--- src/rtl/msf_tx_pkg.sv ---
`default_nettype none
// ---------------------------------------------------------------------------
// msf_tx_pkg : shared constants, types and envelope helper for the MSF/DCF77-style time-code transmitter
// Revision  : 1.0
// ---------------------------------------------------------------------------
package msf_tx_pkg;

  localparam int FRAME_BITS  = 60;
  localparam int SEC_PER_MIN = 60;
  localparam int MARKER_SEC  = 59;

  localparam int DEF_CLK_DIV          = 165;
  localparam int DEF_CARRIERS_PER_SEC = 77500;
  localparam int DEF_LOW_ZERO         = 7750;
  localparam int DEF_LOW_ONE          = 15500;

  localparam int CNT_W = 17;
  localparam int SEC_W = 6;
  localparam int LOW_W = 17;

  typedef logic [FRAME_BITS-1:0] frame_t;

  // Returns the number of carrier pulses suppressed at the start of a second.
  // The marker second carries no drop.
  function automatic logic [LOW_W-1:0] low_len(input logic             code,
                                               input logic             is_marker,
                                               input logic [LOW_W-1:0] len_zero,
                                               input logic [LOW_W-1:0] len_one);
    if (is_marker) return '0;
    return code ? len_one : len_zero;
  endfunction

endpackage
`default_nettype wire

--- src/rtl/msf_tx_if.sv ---
`default_nettype none
// ---------------------------------------------------------------------------
// msf_tx_if : valid/ready channel that carries 60-bit minute frames into the transmitter
// Revision  : 1.0
// ---------------------------------------------------------------------------
interface msf_tx_if;
  import msf_tx_pkg::*;

  frame_t frame_data;
  logic   frame_valid;
  logic   frame_ready;

  modport master (output frame_data, output frame_valid, input  frame_ready);
  modport slave  (input  frame_data, input  frame_valid, output frame_ready);

endinterface
`default_nettype wire

--- src/rtl/msf_tx_frame_buffer.sv ---
`default_nettype none
// ---------------------------------------------------------------------------
// msf_tx_frame_buffer : pending/active minute frames, accept handshake, minute swap and underrun detect
// Revision            : 1.0
// ---------------------------------------------------------------------------
module msf_tx_frame_buffer
  import msf_tx_pkg::*;
(
  input  logic     clk,
  input  logic     aresetn,
  msf_tx_if.slave  frame,
  input  logic     boundary,
  output frame_t   active_next,
  output logic     underrun
);

  frame_t pending;
  frame_t active;
  logic   ready;
  logic   accept;
  logic   swap;

  assign frame.frame_ready = ready;
  assign accept            = frame.frame_valid & ready;
  assign swap              = boundary & ~ready;

  // The new minute's second 0 must already see the swapped-in frame.
  assign active_next = swap ? pending : active;

  always_ff @(posedge clk or negedge aresetn) begin
    if (!aresetn) begin
      pending  <= '0;
      active   <= '0;
      ready    <= 1'b1;
      underrun <= 1'b0;
    end else begin
      underrun <= boundary & ready;
      if (swap) begin
        active <= pending;
        ready  <= 1'b1;
      end
      if (accept) begin
        pending <= frame.frame_data;
        ready   <= 1'b0;
      end
    end
  end

endmodule
`default_nettype wire

--- src/rtl/msf_timecode_gen.sv ---
`default_nettype none
// ---------------------------------------------------------------------------
// msf_timecode_gen : carrier prescaler, second/minute counters and amplitude envelope for the test time-code stream
// Revision         : 1.0
// ---------------------------------------------------------------------------
module msf_timecode_gen
  import msf_tx_pkg::*;
#(
  parameter int CLK_DIV          = DEF_CLK_DIV,
  parameter int CARRIERS_PER_SEC = DEF_CARRIERS_PER_SEC,
  parameter int LOW_ZERO         = DEF_LOW_ZERO,
  parameter int LOW_ONE          = DEF_LOW_ONE
) (
  input  logic             clk,
  input  logic             aresetn,
  input  logic             enable,
  msf_tx_if.slave          frame,
  output logic             carrier_pulse,
  output logic             msf_pulse,
  output logic             carrier_on,
  output logic [CNT_W-1:0] carrier_counter,
  output logic [SEC_W-1:0] second_counter,
  output logic             one_sec_marker,
  output logic             minute_marker,
  output logic             frame_underrun
);

  localparam int PRE_W = (CLK_DIV > 1) ? $clog2(CLK_DIV) : 1;

  localparam logic [PRE_W-1:0] PRE_LAST = PRE_W'(CLK_DIV - 1);
  localparam logic [CNT_W-1:0] CNT_LAST = CNT_W'(CARRIERS_PER_SEC - 1);
  localparam logic [SEC_W-1:0] SEC_LAST = SEC_W'(SEC_PER_MIN - 1);
  localparam logic [SEC_W-1:0] SEC_MARK = SEC_W'(MARKER_SEC);
  localparam logic [LOW_W-1:0] LEN_ZERO = LOW_W'(LOW_ZERO);
  localparam logic [LOW_W-1:0] LEN_ONE  = LOW_W'(LOW_ONE);

  logic [PRE_W-1:0] prescaler;
  logic             run;
  logic             started;
  logic             tick;
  logic [CNT_W-1:0] idx_next;
  logic [SEC_W-1:0] sec_next;
  logic             boundary;
  logic [LOW_W-1:0] low;
  logic             on_next;
  frame_t           active_next;

  // run delays the prescaler by one cycle so the first pulse lands CLK_DIV+1 cycles after enable.
  assign tick = enable & run & (prescaler == PRE_LAST);

  always_comb begin
    idx_next = carrier_counter;
    sec_next = second_counter;
    if (!started) begin
      idx_next = '0;
      sec_next = '0;
    end else if (carrier_counter == CNT_LAST) begin
      idx_next = '0;
      sec_next = (second_counter == SEC_LAST) ? '0 : second_counter + SEC_W'(1);
    end else begin
      idx_next = carrier_counter + CNT_W'(1);
    end
  end

  assign boundary = tick & (idx_next == '0) & (sec_next == '0);
  assign low      = low_len(active_next[sec_next], sec_next == SEC_MARK, LEN_ZERO, LEN_ONE);
  assign on_next  = (idx_next >= low);

  msf_tx_frame_buffer u_frame_buffer (
    .clk         (clk),
    .aresetn     (aresetn),
    .frame       (frame),
    .boundary    (boundary),
    .active_next (active_next),
    .underrun    (frame_underrun)
  );

  always_ff @(posedge clk or negedge aresetn) begin
    if (!aresetn) begin
      prescaler       <= '0;
      run             <= 1'b0;
      started         <= 1'b0;
      carrier_pulse   <= 1'b0;
      msf_pulse       <= 1'b0;
      carrier_on      <= 1'b0;
      carrier_counter <= '0;
      second_counter  <= '0;
      one_sec_marker  <= 1'b0;
      minute_marker   <= 1'b0;
    end else if (!enable) begin
      prescaler       <= '0;
      run             <= 1'b0;
      started         <= 1'b0;
      carrier_pulse   <= 1'b0;
      msf_pulse       <= 1'b0;
      carrier_on      <= 1'b0;
      carrier_counter <= '0;
      second_counter  <= '0;
      one_sec_marker  <= 1'b0;
      minute_marker   <= 1'b0;
    end else begin
      run            <= 1'b1;
      carrier_pulse  <= tick;
      msf_pulse      <= tick & on_next;
      one_sec_marker <= tick & (idx_next == '0);
      minute_marker  <= boundary;
      if (run) begin
        prescaler <= (prescaler == PRE_LAST) ? '0 : prescaler + PRE_W'(1);
      end
      if (tick) begin
        started         <= 1'b1;
        carrier_counter <= idx_next;
        second_counter  <= sec_next;
        carrier_on      <= on_next;
      end
    end
  end

endmodule
`default_nettype wire

--- src/flat_wrapper.sv ---
// flat-port wrapper written by rule: the top's interface ports become plain ports
module msf_timecode_gen_flat import msf_tx_pkg::*;
#(
  parameter int CLK_DIV          = DEF_CLK_DIV,
  parameter int CARRIERS_PER_SEC = DEF_CARRIERS_PER_SEC,
  parameter int LOW_ZERO         = DEF_LOW_ZERO,
  parameter int LOW_ONE          = DEF_LOW_ONE
)
  (clk, aresetn, enable, carrier_pulse, msf_pulse, carrier_on, carrier_counter, second_counter, one_sec_marker, minute_marker, frame_underrun, frame_frame_data, frame_frame_valid, frame_frame_ready);
  msf_tx_if frame_i ();
  input  logic clk;
  input  logic aresetn;
  input  logic enable;
  output logic carrier_pulse;
  output logic msf_pulse;
  output logic carrier_on;
  output logic [CNT_W-1:0] carrier_counter;
  output logic [SEC_W-1:0] second_counter;
  output logic one_sec_marker;
  output logic minute_marker;
  output logic frame_underrun;
  input wire logic [$bits(frame_i.frame_data)-1:0] frame_frame_data;
  input wire logic [$bits(frame_i.frame_valid)-1:0] frame_frame_valid;
  output wire logic [$bits(frame_i.frame_ready)-1:0] frame_frame_ready;
  assign frame_i.frame_data = frame_frame_data;
  assign frame_i.frame_valid = frame_frame_valid;
  assign frame_frame_ready = frame_i.frame_ready;
  msf_timecode_gen #(.CLK_DIV(CLK_DIV), .CARRIERS_PER_SEC(CARRIERS_PER_SEC), .LOW_ZERO(LOW_ZERO), .LOW_ONE(LOW_ONE)) u_core (.clk(clk), .aresetn(aresetn), .enable(enable), .frame(frame_i), .carrier_pulse(carrier_pulse), .msf_pulse(msf_pulse), .carrier_on(carrier_on), .carrier_counter(carrier_counter), .second_counter(second_counter), .one_sec_marker(one_sec_marker), .minute_marker(minute_marker), .frame_underrun(frame_underrun));
endmodule
--- config.mk ---
export PLATFORM = sky130hd
export DESIGN_NAME = msf_timecode_gen_flat
export DESIGN_NICKNAME = d
export VERILOG_FILES = /design/src/rtl/msf_tx_pkg.sv /design/src/rtl/msf_tx_if.sv /design/src/rtl/msf_tx_frame_buffer.sv /design/src/rtl/msf_timecode_gen.sv /design/src/flat_wrapper.sv
export SDC_FILE = /design/constraint.sdc
export NUM_CORES = 1
export LEC_CHECK = 0
export CORE_MARGIN = 3
export CORE_UTILIZATION = 50
export CTS_BUF_LIST = sky130_fd_sc_hd__clkbuf_8
export CTS_CLUSTER_DIAMETER = 30
export DETAILED_ROUTE_END_ITERATION = 8
export PLACE_DENSITY = 0.72
export SYNTH_ARGS = -nofsm -noshare
export SYNTH_HDL_FRONTEND = slang
export SYNTH_HIERARCHICAL = 1
export SYNTH_SLANG_ARGS = --single-unit
export TNS_END_PERCENT = 1
--- constraint.sdc ---
create_clock -name clk -period 8.1 [get_ports clk]
set_input_delay 1.62 -clock clk [delete_from_list [all_inputs] [get_ports clk]]
set_output_delay 1.62 -clock clk [all_outputs]
set_load 0.01 [all_outputs]
==> results of run 1 <==
[placed cells by master, fill, tap and decap left out, types with 9 or more instances in the layout]
cell type	Yosys	routed
clkbuf_8	0	18
mux2_4	60	60
nand2_1	43	43
mux2i_1	25	24
clkdlybuf4s50_1	0	92
nand3_1	37	37
nor2_1	15	15
dfrtp_1	159	159
ha_1	14	14
o21ai_0	45	45
and3_1	11	11
inv_1	18	20
nand4_1	12	12
mux2_2	65	65
nand2b_1	9	9
[flip-flops by register name (all words and copies together), names as in the netlist]
name                                     cells
u_core/second_counter                        6
u_core/msf_pulse                             1
u_core/run                                   1
u_core/prescaler                             8
u_core/started                               1
u_core/carrier_on                            1
u_core/u_frame_buffer/pending               60
u_core/carrier_pulse                         1
u_core/u_frame_buffer/frame.frame_ready      1
u_core/one_sec_marker                        1
u_core/carrier_counter                      17
u_core/u_frame_buffer/underrun               1
u_core/u_frame_buffer/active                60
u_core/minute_marker                         1
[metal layers]
layer | GRT usage (%) | share of wire (%) | up-vias
li1 | - | - | 2566
met1 | 28.6 | 45 | 2794
met2 | 34.0 | 49 | 171
met3 | 4.80 | 5.0 | 21
met4 | 5.66 | 1.5 | 0
met5 | 0 | 0 | -
[power by group through the flow]
stage / registers, mW / clock network, mW / logic (mW)
4_1_cts: 0.800 / 0.577 / 0.0554
3_5_place_dp: 0.816 / 0 / 0.0553
2_1_floorplan: 0.816 / 0 / 0.00595
5_1_grt: 0.801 / 0.610 / 0.0598
6_report: 0.801 / 0.558 / 0.0535
3_3_place_gp: 0.816 / 0 / 0.0536
[cell type report]
type                    count  area (sq um)  share of cell area [%]
flip-flops and latches    160          4010                    42.4
multi-input cells         445          3750                    39.7
repair buffers            101           992                    10.5
well taps                 211           264                    2.80
clock buffers              18           248                    2.62
clock inverters            12           120                    1.27
inverters                  18          67.6                   0.716
[worst paths after layout]
path	slack (ns)	end	from
worst max-delay path	0.93	u_core/carrier_on$_DFFE_PN0P_	u_core/carrier_counter[0]$_DFFE_PN0P_
worst min-delay path	0.50	u_core/u_frame_buffer/active[56]$_DFF_PN0_	u_core/u_frame_buffer/active[56]$_DFF_PN0_
worst max register to register	0.93	u_core/carrier_on$_DFFE_PN0P_	u_core/carrier_counter[0]$_DFFE_PN0P_
worst min register to register	0.50	u_core/u_frame_buffer/active[56]$_DFF_PN0_	u_core/u_frame_buffer/active[56]$_DFF_PN0_
max in group asynchronous	5.42	u_core/u_frame_buffer/active[9]$_DFF_PN0_	aresetn
min in group asynchronous	1.20	u_core/carrier_counter[9]$_DFFE_PN0P_	aresetn
[worst register-to-register path, delay by kind of cell, from the launching register on]
family	cells	cell delay [ns]
buffers and inverters	2	0.70
and+or+nand+nor	12	3.04
adders and majority gates	2	0.60
AOI/OAI and AO/OA	9	1.65
muxes	2	0.58
DFF	1	0.48
[through the flow]
stage	power [mW]	instance area, sq um	util, %	hold slack, ns	cells
floorplan	0.822	8100	-	0.464	658
global route	1.47	9440	60.8	0.510	965
finish	1.41	9440	60.8	0.498	965
global placement	0.870	9070	58.4	0.475	935
CTS	1.43	9440	60.8	0.499	965
detailed placement	0.872	9070	58.4	0.478	935
[kinds of logic after synthesis]
kind of cell             after synthesis
AO/OA/AOI/OAI                         99
XOR/XNOR                              13
adder cells (fa/ha/maj)               14
buffers and inverters                 53
flip-flops                           160
multiplexers                         151
AND/OR/NAND/NOR                      168
==> flow_summary.toml, run 1 <==
[place]
globalplace.congestion = 0.852
dp_hpwl_microns = 12400
port_buffers = 93
pre_cts_ws_ns = 0.969

[clock_tree]
cts.sinks = 160
clk_latency_ns = 0.45
htree_levels = 4
clock_path_buffers = 2
hold_buffers = 0
cts_buffers = 17
postCtsSetupRepairBufs = 0
ctsResizeCount = 0
cts_root_buf = "clkbuf_8"
cts_tree = "done"
path_clk_slew_ns = 0.08

[setup_path]
worstPathArrival_ns = 7.52
reg2regPathDepth = 27
critical_path.endpoint_type = "flop"
crit_buf_inv = 2
crit_fanout = 44
crit_cells = 27
slowest_delay_ns = 0.71
critical_path_required_ns = 8.45
cp_slowest_cell = "or4_1"
crit_family = "simple AND/OR/NAND/NOR gates"
start_kind = "flop"
worstSetupPathType = "reg2reg"

[power]
combPwrFrac_pct = 3.8
intPower_mw = 1.10
peakVddDrop_mv = 0.115
cellPowerDensity_mw_per_mm2 = 149
swShare_pct = 21.8
seq_power_share_pct = 56.7
pwr-share-clk_pct = 39.5
leakage_nw = 4.58
switchingPower_mw = 0.308

[synth]
syn_area_per_cell_sq_um = 12.3
synth_area_leader_cell = "dfrtp_1"
ys_top_cells_by_count = "dfrtp_1 (159), mux2_2 (65), mux2_4 (60), o21ai_0 (45), nand2_1 (43)"
syn_nets = 736
synth_cell_types = 59
synth-seq-area-share_pct = 49.4
synth-xor-area-share_pct = 1.41
synthAdderAreaFrac_pct = 2.16
synth_top_area_share_pct = 49.1
synth_most_common_cell = "dfrtp_1"
synth_compound_area_share_pct = 7.55
ys.flop_type = "dfrtp_1"
synth_area_sq_mm = 0.00810
synth_area_leaders = "dfrtp_1 (49%), mux2_4 (11%), mux2_2 (9.0%)"
synth_edf_count = 0
async_flop_share_pct = 100
synth-simple-area-share_pct = 11.4
synth_top_family_by_area = "multiplexers"
syn_inst = 658
synth_seq_cells = 160
synthMuxAreaShare_pct = 23.5
yosys_warnings = 6

[timing]
relSlewSlack_pct = 33.5
slew_violations = 0
finalHoldViolCount = 0
setup_viol = 0
finClkSkew_ns = 0.0149
tightestPinTransition_ns = 0.989
fin_ws_ns = 0.928
finalCriticalPeriod_ns = 7.17
rsz0062_at_grt = "no"
period_share_pct = 88.5
finalSetupTns_ns = 0
fmax_ghz = 0.139

[die]
coreArea_sq_mm = 0.0155
pin_count = 94
initial_core_util_pct = 52.1
die_h_microns = 133
row_count = 45
dieArea_sq_mm = 0.0178
die_x_microns = 133

[drt]
avgRoutedWirePerCell_microns = 18.6
dr.first_iter.drc_count = 563
vias = 5552
dr.pass1.iters = 5
wl_microns = 17900
ant_nets = 0
viasPerCell = 5.75
drc = 0

[hold_path]
hp-class = "reg2reg"
hold_depth = 1

[global_routing]
grt_pass1_wl_microns = 29900
grt_pass1_vias = 5638
antenna_found_initial = 0
grt_usage_pct = 21.0
grt-ovfl-total = 0
grt_max_degree = 83

[cells_and_area]
syn_to_final_growth_pct = 16.5
drive_above_1_share_pct = 22.9
fill_cells = 1257
diodes = 0
nets = 821

[status]
status = "finished, final reports clean"

[flow_run]
drv_cap = 0
Note: power is estimated with default switching activity, not from simulation.
==> run 2: changes to the inputs <==
CORE_UTILIZATION = 25   (was 50)
CTS_BUF_LIST = unset   (was sky130_fd_sc_hd__clkbuf_8)
PLACE_DENSITY = unset   (was 0.72)
==> flow_summary.toml, run 2 (synthesis results as in run 1) <==
[status]
status = "finished, final reports clean"

[hold_path]
hp-class = "reg2reg"
hp-start = "u_core/u_frame_buffer/active[18]$_DFF_PN0_"

[clock_tree]
htree_levels = 4
clk_latency_ns = 0.43
postCtsSetupRepairBufs = 0
cts_buffers = 17
hold_buffers = 0
cts.sinks = 160
cts_root_buf = "clkbuf_16"
cts_tree = "done"
ctsResizeCount = 0
clock_path_buffers = 2
path_clk_slew_ns = 0.07

[die]
dieArea_sq_mm = 0.0346
die_h_microns = 186
initial_core_util_pct = 25.5
pin_count = 94
row_count = 65
die_x_microns = 186
coreArea_sq_mm = 0.0317

[drt]
vias = 5505
viasPerCell = 4.75
drc = 0
wl_microns = 19600
dr.pass1.iters = 5
dr.first_iter.drc_count = 370
avgRoutedWirePerCell_microns = 16.9
ant_nets = 0

[setup_path]
worstPathArrival_ns = 7.31
worstSetupPathType = "reg2reg"
critical_path_required_ns = 8.41
worst_r2r_startpoint = "u_core/carrier_counter[0]$_DFFE_PN0P_"
startpoint = "u_core/carrier_counter[0]$_DFFE_PN0P_"
critical_path.endpoint_type = "flop"
crit_fanout = 38
start_kind = "flop"

[cells_and_area]
layout.cells.non_filler = 1159
top_regs = "u_core/u_frame_buffer/active (60), u_core/u_frame_buffer/pending (60), u_core/carrier_counter (17)"
syn_to_final_growth_pct = 22.5
final_core_util_pct = 31.3
drive_above_1_share_pct = 23.6
layout.cells.most_common = "dfrtp_1"
final_cell_mix = "dfrtp_1 (159), clkdlybuf4s50_1 (92), mux2_2 (65)"
diodes = 0
nets = 822

[timing]
finalCriticalPeriod_ns = 7.00
finClkSkew_ns = 0.00999
slew_violations = 0
rsz0062_at_grt = "no"
tightestPinTransition_ns = 1.03
fmax_ghz = 0.143
finalSetupTns_ns = 0
period_share_pct = 86.4
setup_viol = 0
relSlewSlack_pct = 30.9
finalHoldViolCount = 0

[global_routing]
antenna_found_initial = 0
grt_max_degree = 87
grt_pass1_vias = 5491
grt_usage_pct = 11.6
grt_pass1_wl_microns = 31400
grt-ovfl-total = 0

[power]
leakage_nw = 4.69
peakVddDrop_mv = 0.0939
total_power_mw = 1.66
cellPowerDensity_mw_per_mm2 = 168

[place]
dp_hpwl_microns = 13700
port_buffers = 93
globalplace.congestion = 0.860
dpl.cell_count = 1127

[flow_run]
drv_cap = 0
-- run 2: power breakdown --
part           internal (mW)  switching (mW)
registers              0.800         0.00118
clock network          0.453           0.354
logic                 0.0291          0.0263
total                   1.28           0.381
-- run 2: final timing paths --
path / endpoint / slack, ns / cells past startpoint
worst max register to register: u_core/carrier_on$_DFFE_PN0P_ / 1.10 / 26
min in group asynchronous: u_core/prescaler[4]$_DFFE_PN0P_ / 1.26 / 1
worst min register to register: u_core/u_frame_buffer/active[18]$_DFF_PN0_ / 0.49 / 1
worst max-delay path: u_core/carrier_on$_DFFE_PN0P_ / 1.10 / 26
max in group asynchronous: u_core/u_frame_buffer/pending[35]$_DFFE_PN0P_ / 5.38 / 2
worst min-delay path: u_core/u_frame_buffer/active[18]$_DFF_PN0_ / 0.49 / 1
-- run 2: metal layers --
| metal | GRT usage (%) | share of wire, % | vias to the layer above |
|---|---|---|---|
| met4 | 3.28 | 1.6 | 0 |
| met5 | 0 | 0 | - |
| met1 | 16.4 | 48 | 2754 |
| li1 | - | - | 2571 |
| met2 | 17.7 | 45 | 157 |
| met3 | 3.05 | 5.1 | 23 |
-- run 2: metrics by stage --
step	hold WS, ns	setup WS (ns)	instance area (sq um)
2_1_floorplan	0.464	1.85	8100
3_3_place_gp	0.473	1.26	9330
3_5_place_dp	0.479	1.14	9330
4_1_cts	0.495	1.13	9920
5_1_grt	0.504	0.539	9920
6_report	0.491	1.10	9920
-- run 2: cell type report --
cell class              instances  area (sq um)
fillers                      3187         21800
flip-flops and latches        160          4010
multi-input cells             445          3750
repair buffers                102          1000
well taps                     402           503
clock buffers                  19           453
clock inverters                13           144
inverters                      18          67.6
-- run 2: critical path, cell delays in order, from the launching register on --
cell and delay, ns:
dfrtp_1 0.47, ha_1 0.30, nand4_2 0.16, or4_1 0.69, nand2_1 0.30, inv_1 0.19
nand2b_1 0.17, nand4_1 0.10, nor3_1 0.19, and4_1 0.27, and4_1 0.29, nand2b_4 0.29
buf_4 0.45, mux2_4 0.39, mux2i_1 0.16, mux2i_1 0.11, a211oi_1 0.30, o21ai_0 0.13
nand4_1 0.20, o31a_1 0.23, ha_1 0.27, nand3_1 0.09, o311ai_0 0.13, and3_1 0.23
a2111oi_0 0.35, o21ai_1 0.15, a31o_2 0.22
==> run 3: changes to the inputs <==
RECOVER_POWER = 25   (was unset)
SKIP_CTS_REPAIR_TIMING = 1   (was unset)
SLEW_MARGIN = 20   (was unset)
==> flow_summary.toml, run 3 (synthesis results as in run 1) <==
[hold_path]
hold_depth = 1
hp-class = "reg2reg"
hp-start = "u_core/u_frame_buffer/active[18]$_DFF_PN0_"
hold_end = "u_core/u_frame_buffer/active[18]$_DFF_PN0_"

[clock_tree]
cts_buffers = 17
cts.sinks = 160
htree_levels = 4
cts_tree = "done"
clock_path_buffers = 2
cts_root_buf = "clkbuf_16"
clk_latency_ns = 0.43
path_clk_slew_ns = 0.07

[cells_and_area]
nets = 822
drive_above_1_share_pct = 23.4
final_cell_mix = "dfrtp_1 (159), clkdlybuf4s50_1 (91), mux2_2 (65)"
fill_cells = 3191
layout.cells.most_common = "dfrtp_1"
syn_to_final_growth_pct = 22.3
fin_area_sq_mm = 0.00991
layout.cells.non_filler = 1159
diodes = 0
top_regs = "u_core/u_frame_buffer/active (60), u_core/u_frame_buffer/pending (60), u_core/carrier_counter (17)"

[die]
initial_core_util_pct = 25.5
dieArea_sq_mm = 0.0346
pin_count = 94
die_h_microns = 186
row_count = 65
die_x_microns = 186
coreArea_sq_mm = 0.0317

[setup_path]
r2r_end = "u_core/carrier_on$_DFFE_PN0P_"
reg2reg_slack_ns = 1.12
worstSetupPathType = "reg2reg"
crit_fanout = 38
start_kind = "flop"
worstPathArrival_ns = 7.30
worst_r2r_startpoint = "u_core/carrier_counter[0]$_DFFE_PN0P_"
critical_path.endpoint_type = "flop"
critical_path_required_ns = 8.41
reg2regPathDepth = 26

[power]
peakVddDrop_mv = 0.0938
pwr-share-clk_pct = 48.5
switchingPower_mw = 0.382
intPower_mw = 1.28
seq_power_share_pct = 48.2
combPwrFrac_pct = 3.3
swShare_pct = 23.0
leakage_nw = 4.68
cellPowerDensity_mw_per_mm2 = 168

[status]
violations = "capacitance limit, slew limit"
status = "complete, but fails checks"

[drt]
wl_microns = 19600
ant_nets = 0
dr.pass1.iters = 7
dr.first_iter.drc_count = 397
drc = 0
viasPerCell = 4.74
vias = 5491
avgRoutedWirePerCell_microns = 16.9

[place]
port_buffers = 93
dp_hpwl_microns = 13700
globalplace.congestion = 0.860
pre_cts_ws_ns = 1.14
placed_area_sq_mm = 0.00933
dpl.cell_count = 1127

[timing]
rsz0062_at_grt = "no"
period_share_pct = 86.2
fin_ws_ns = 1.12
finalHoldViolCount = 0
finalSetupTns_ns = 0
slew_violations = 87
fmax_ghz = 0.143
setup_viol = 0
finClkSkew_ns = 0.00978
tightestPinTransition_ns = 4.66
relSlewSlack_pct = -211
finalCriticalPeriod_ns = 6.98

[global_routing]
antenna_found_initial = 0
grt-ovfl-total = 0
met1_usage_pct = 16.4
grt_usage_pct = 11.6
use_met3_pct = 3.05
grt_pass1_vias = 5491
grt-busiest-layer = "met2"
grt_pass1_wl_microns = 31400
grt_max_degree = 87
met2_usage_pct = 17.7

[flow_run]
drv_cap = 1
[run 3: critical path: stages, from the launching register on]
cell	delay, ns
dfrtp_1	0.47
ha_1	0.30
nand4_2	0.16
or4_1	0.69
nand2_1	0.30
inv_1	0.19
nand2b_1	0.17
nand4_1	0.10
nor3_1	0.19
and4_1	0.27
and4_1	0.29
nand2b_4	0.29
buf_4	0.45
mux2_4	0.38
mux2i_1	0.19
o22ai_1	0.09
a211oi_1	0.31
o21ai_0	0.13
nand4_1	0.20
o31a_1	0.23
ha_1	0.27
nand3_1	0.09
o311ai_0	0.13
and3_1	0.22
a2111oi_0	0.36
o21ai_1	0.15
a31o_2	0.22
[run 3: power by group through the flow]
stage | clock (mW) | combinational, mW | sequential, mW
2_1_floorplan | 0 | 0.00595 | 0.816
3_3_place_gp | 0 | 0.0573 | 0.816
3_5_place_dp | 0 | 0.0578 | 0.816
4_1_cts | 0.829 | 0.0582 | 0.801
5_1_grt | 0.866 | 0.0614 | 0.801
6_report | 0.807 | 0.0548 | 0.801
[run 3: how the worst max path moves through the flow]
stage	startpoint	end	slack, ns	cells past startpoint
global route	u_core/carrier_counter[0]$_DFFE_PN0P_	u_core/carrier_on$_DFFE_PN0P_	0.54	26
floorplan	enable	u_core/carrier_on$_DFFE_PN0P_	1.85	23
finish	u_core/carrier_counter[0]$_DFFE_PN0P_	u_core/carrier_on$_DFFE_PN0P_	1.12	26
global placement	enable	u_core/carrier_on$_DFFE_PN0P_	1.26	23
detailed placement	u_core/carrier_counter[0]$_DFFE_PN0P_	u_core/carrier_on$_DFFE_PN0P_	1.14	26
CTS	u_core/carrier_counter[0]$_DFFE_PN0P_	u_core/carrier_on$_DFFE_PN0P_	1.13	26
[run 3: through the flow]
stage / total power, mW / util [%] / hold slack (ns)
CTS: 1.69 / 31.3 / 0.495
global placement: 0.873 / 29.4 / 0.473
detailed placement: 0.874 / 29.4 / 0.479
global route: 1.73 / 31.2 / 0.504
floorplan: 0.822 / - / 0.464
finish: 1.66 / 31.2 / 0.491
[run 3: cell type report]
cell class / instances / area, sq um / area share, %
multi-input combinational: 445 / 3750 / 37.8
tap: 402 / 503 / 5.08
timing repair buffer: 102 / 988 / 9.97
inverter: 18 / 67.6 / 0.682
clock buffer: 19 / 453 / 4.57
clock inverter: 13 / 144 / 1.45
sequential: 160 / 4010 / 40.4
[run 3: routing by layer]
metal	vias up	part of all wire [%]
met2	153	45
met5	-	0
met3	21	4.9
met1	2743	48
li1	2574	-
met4	0	1.5
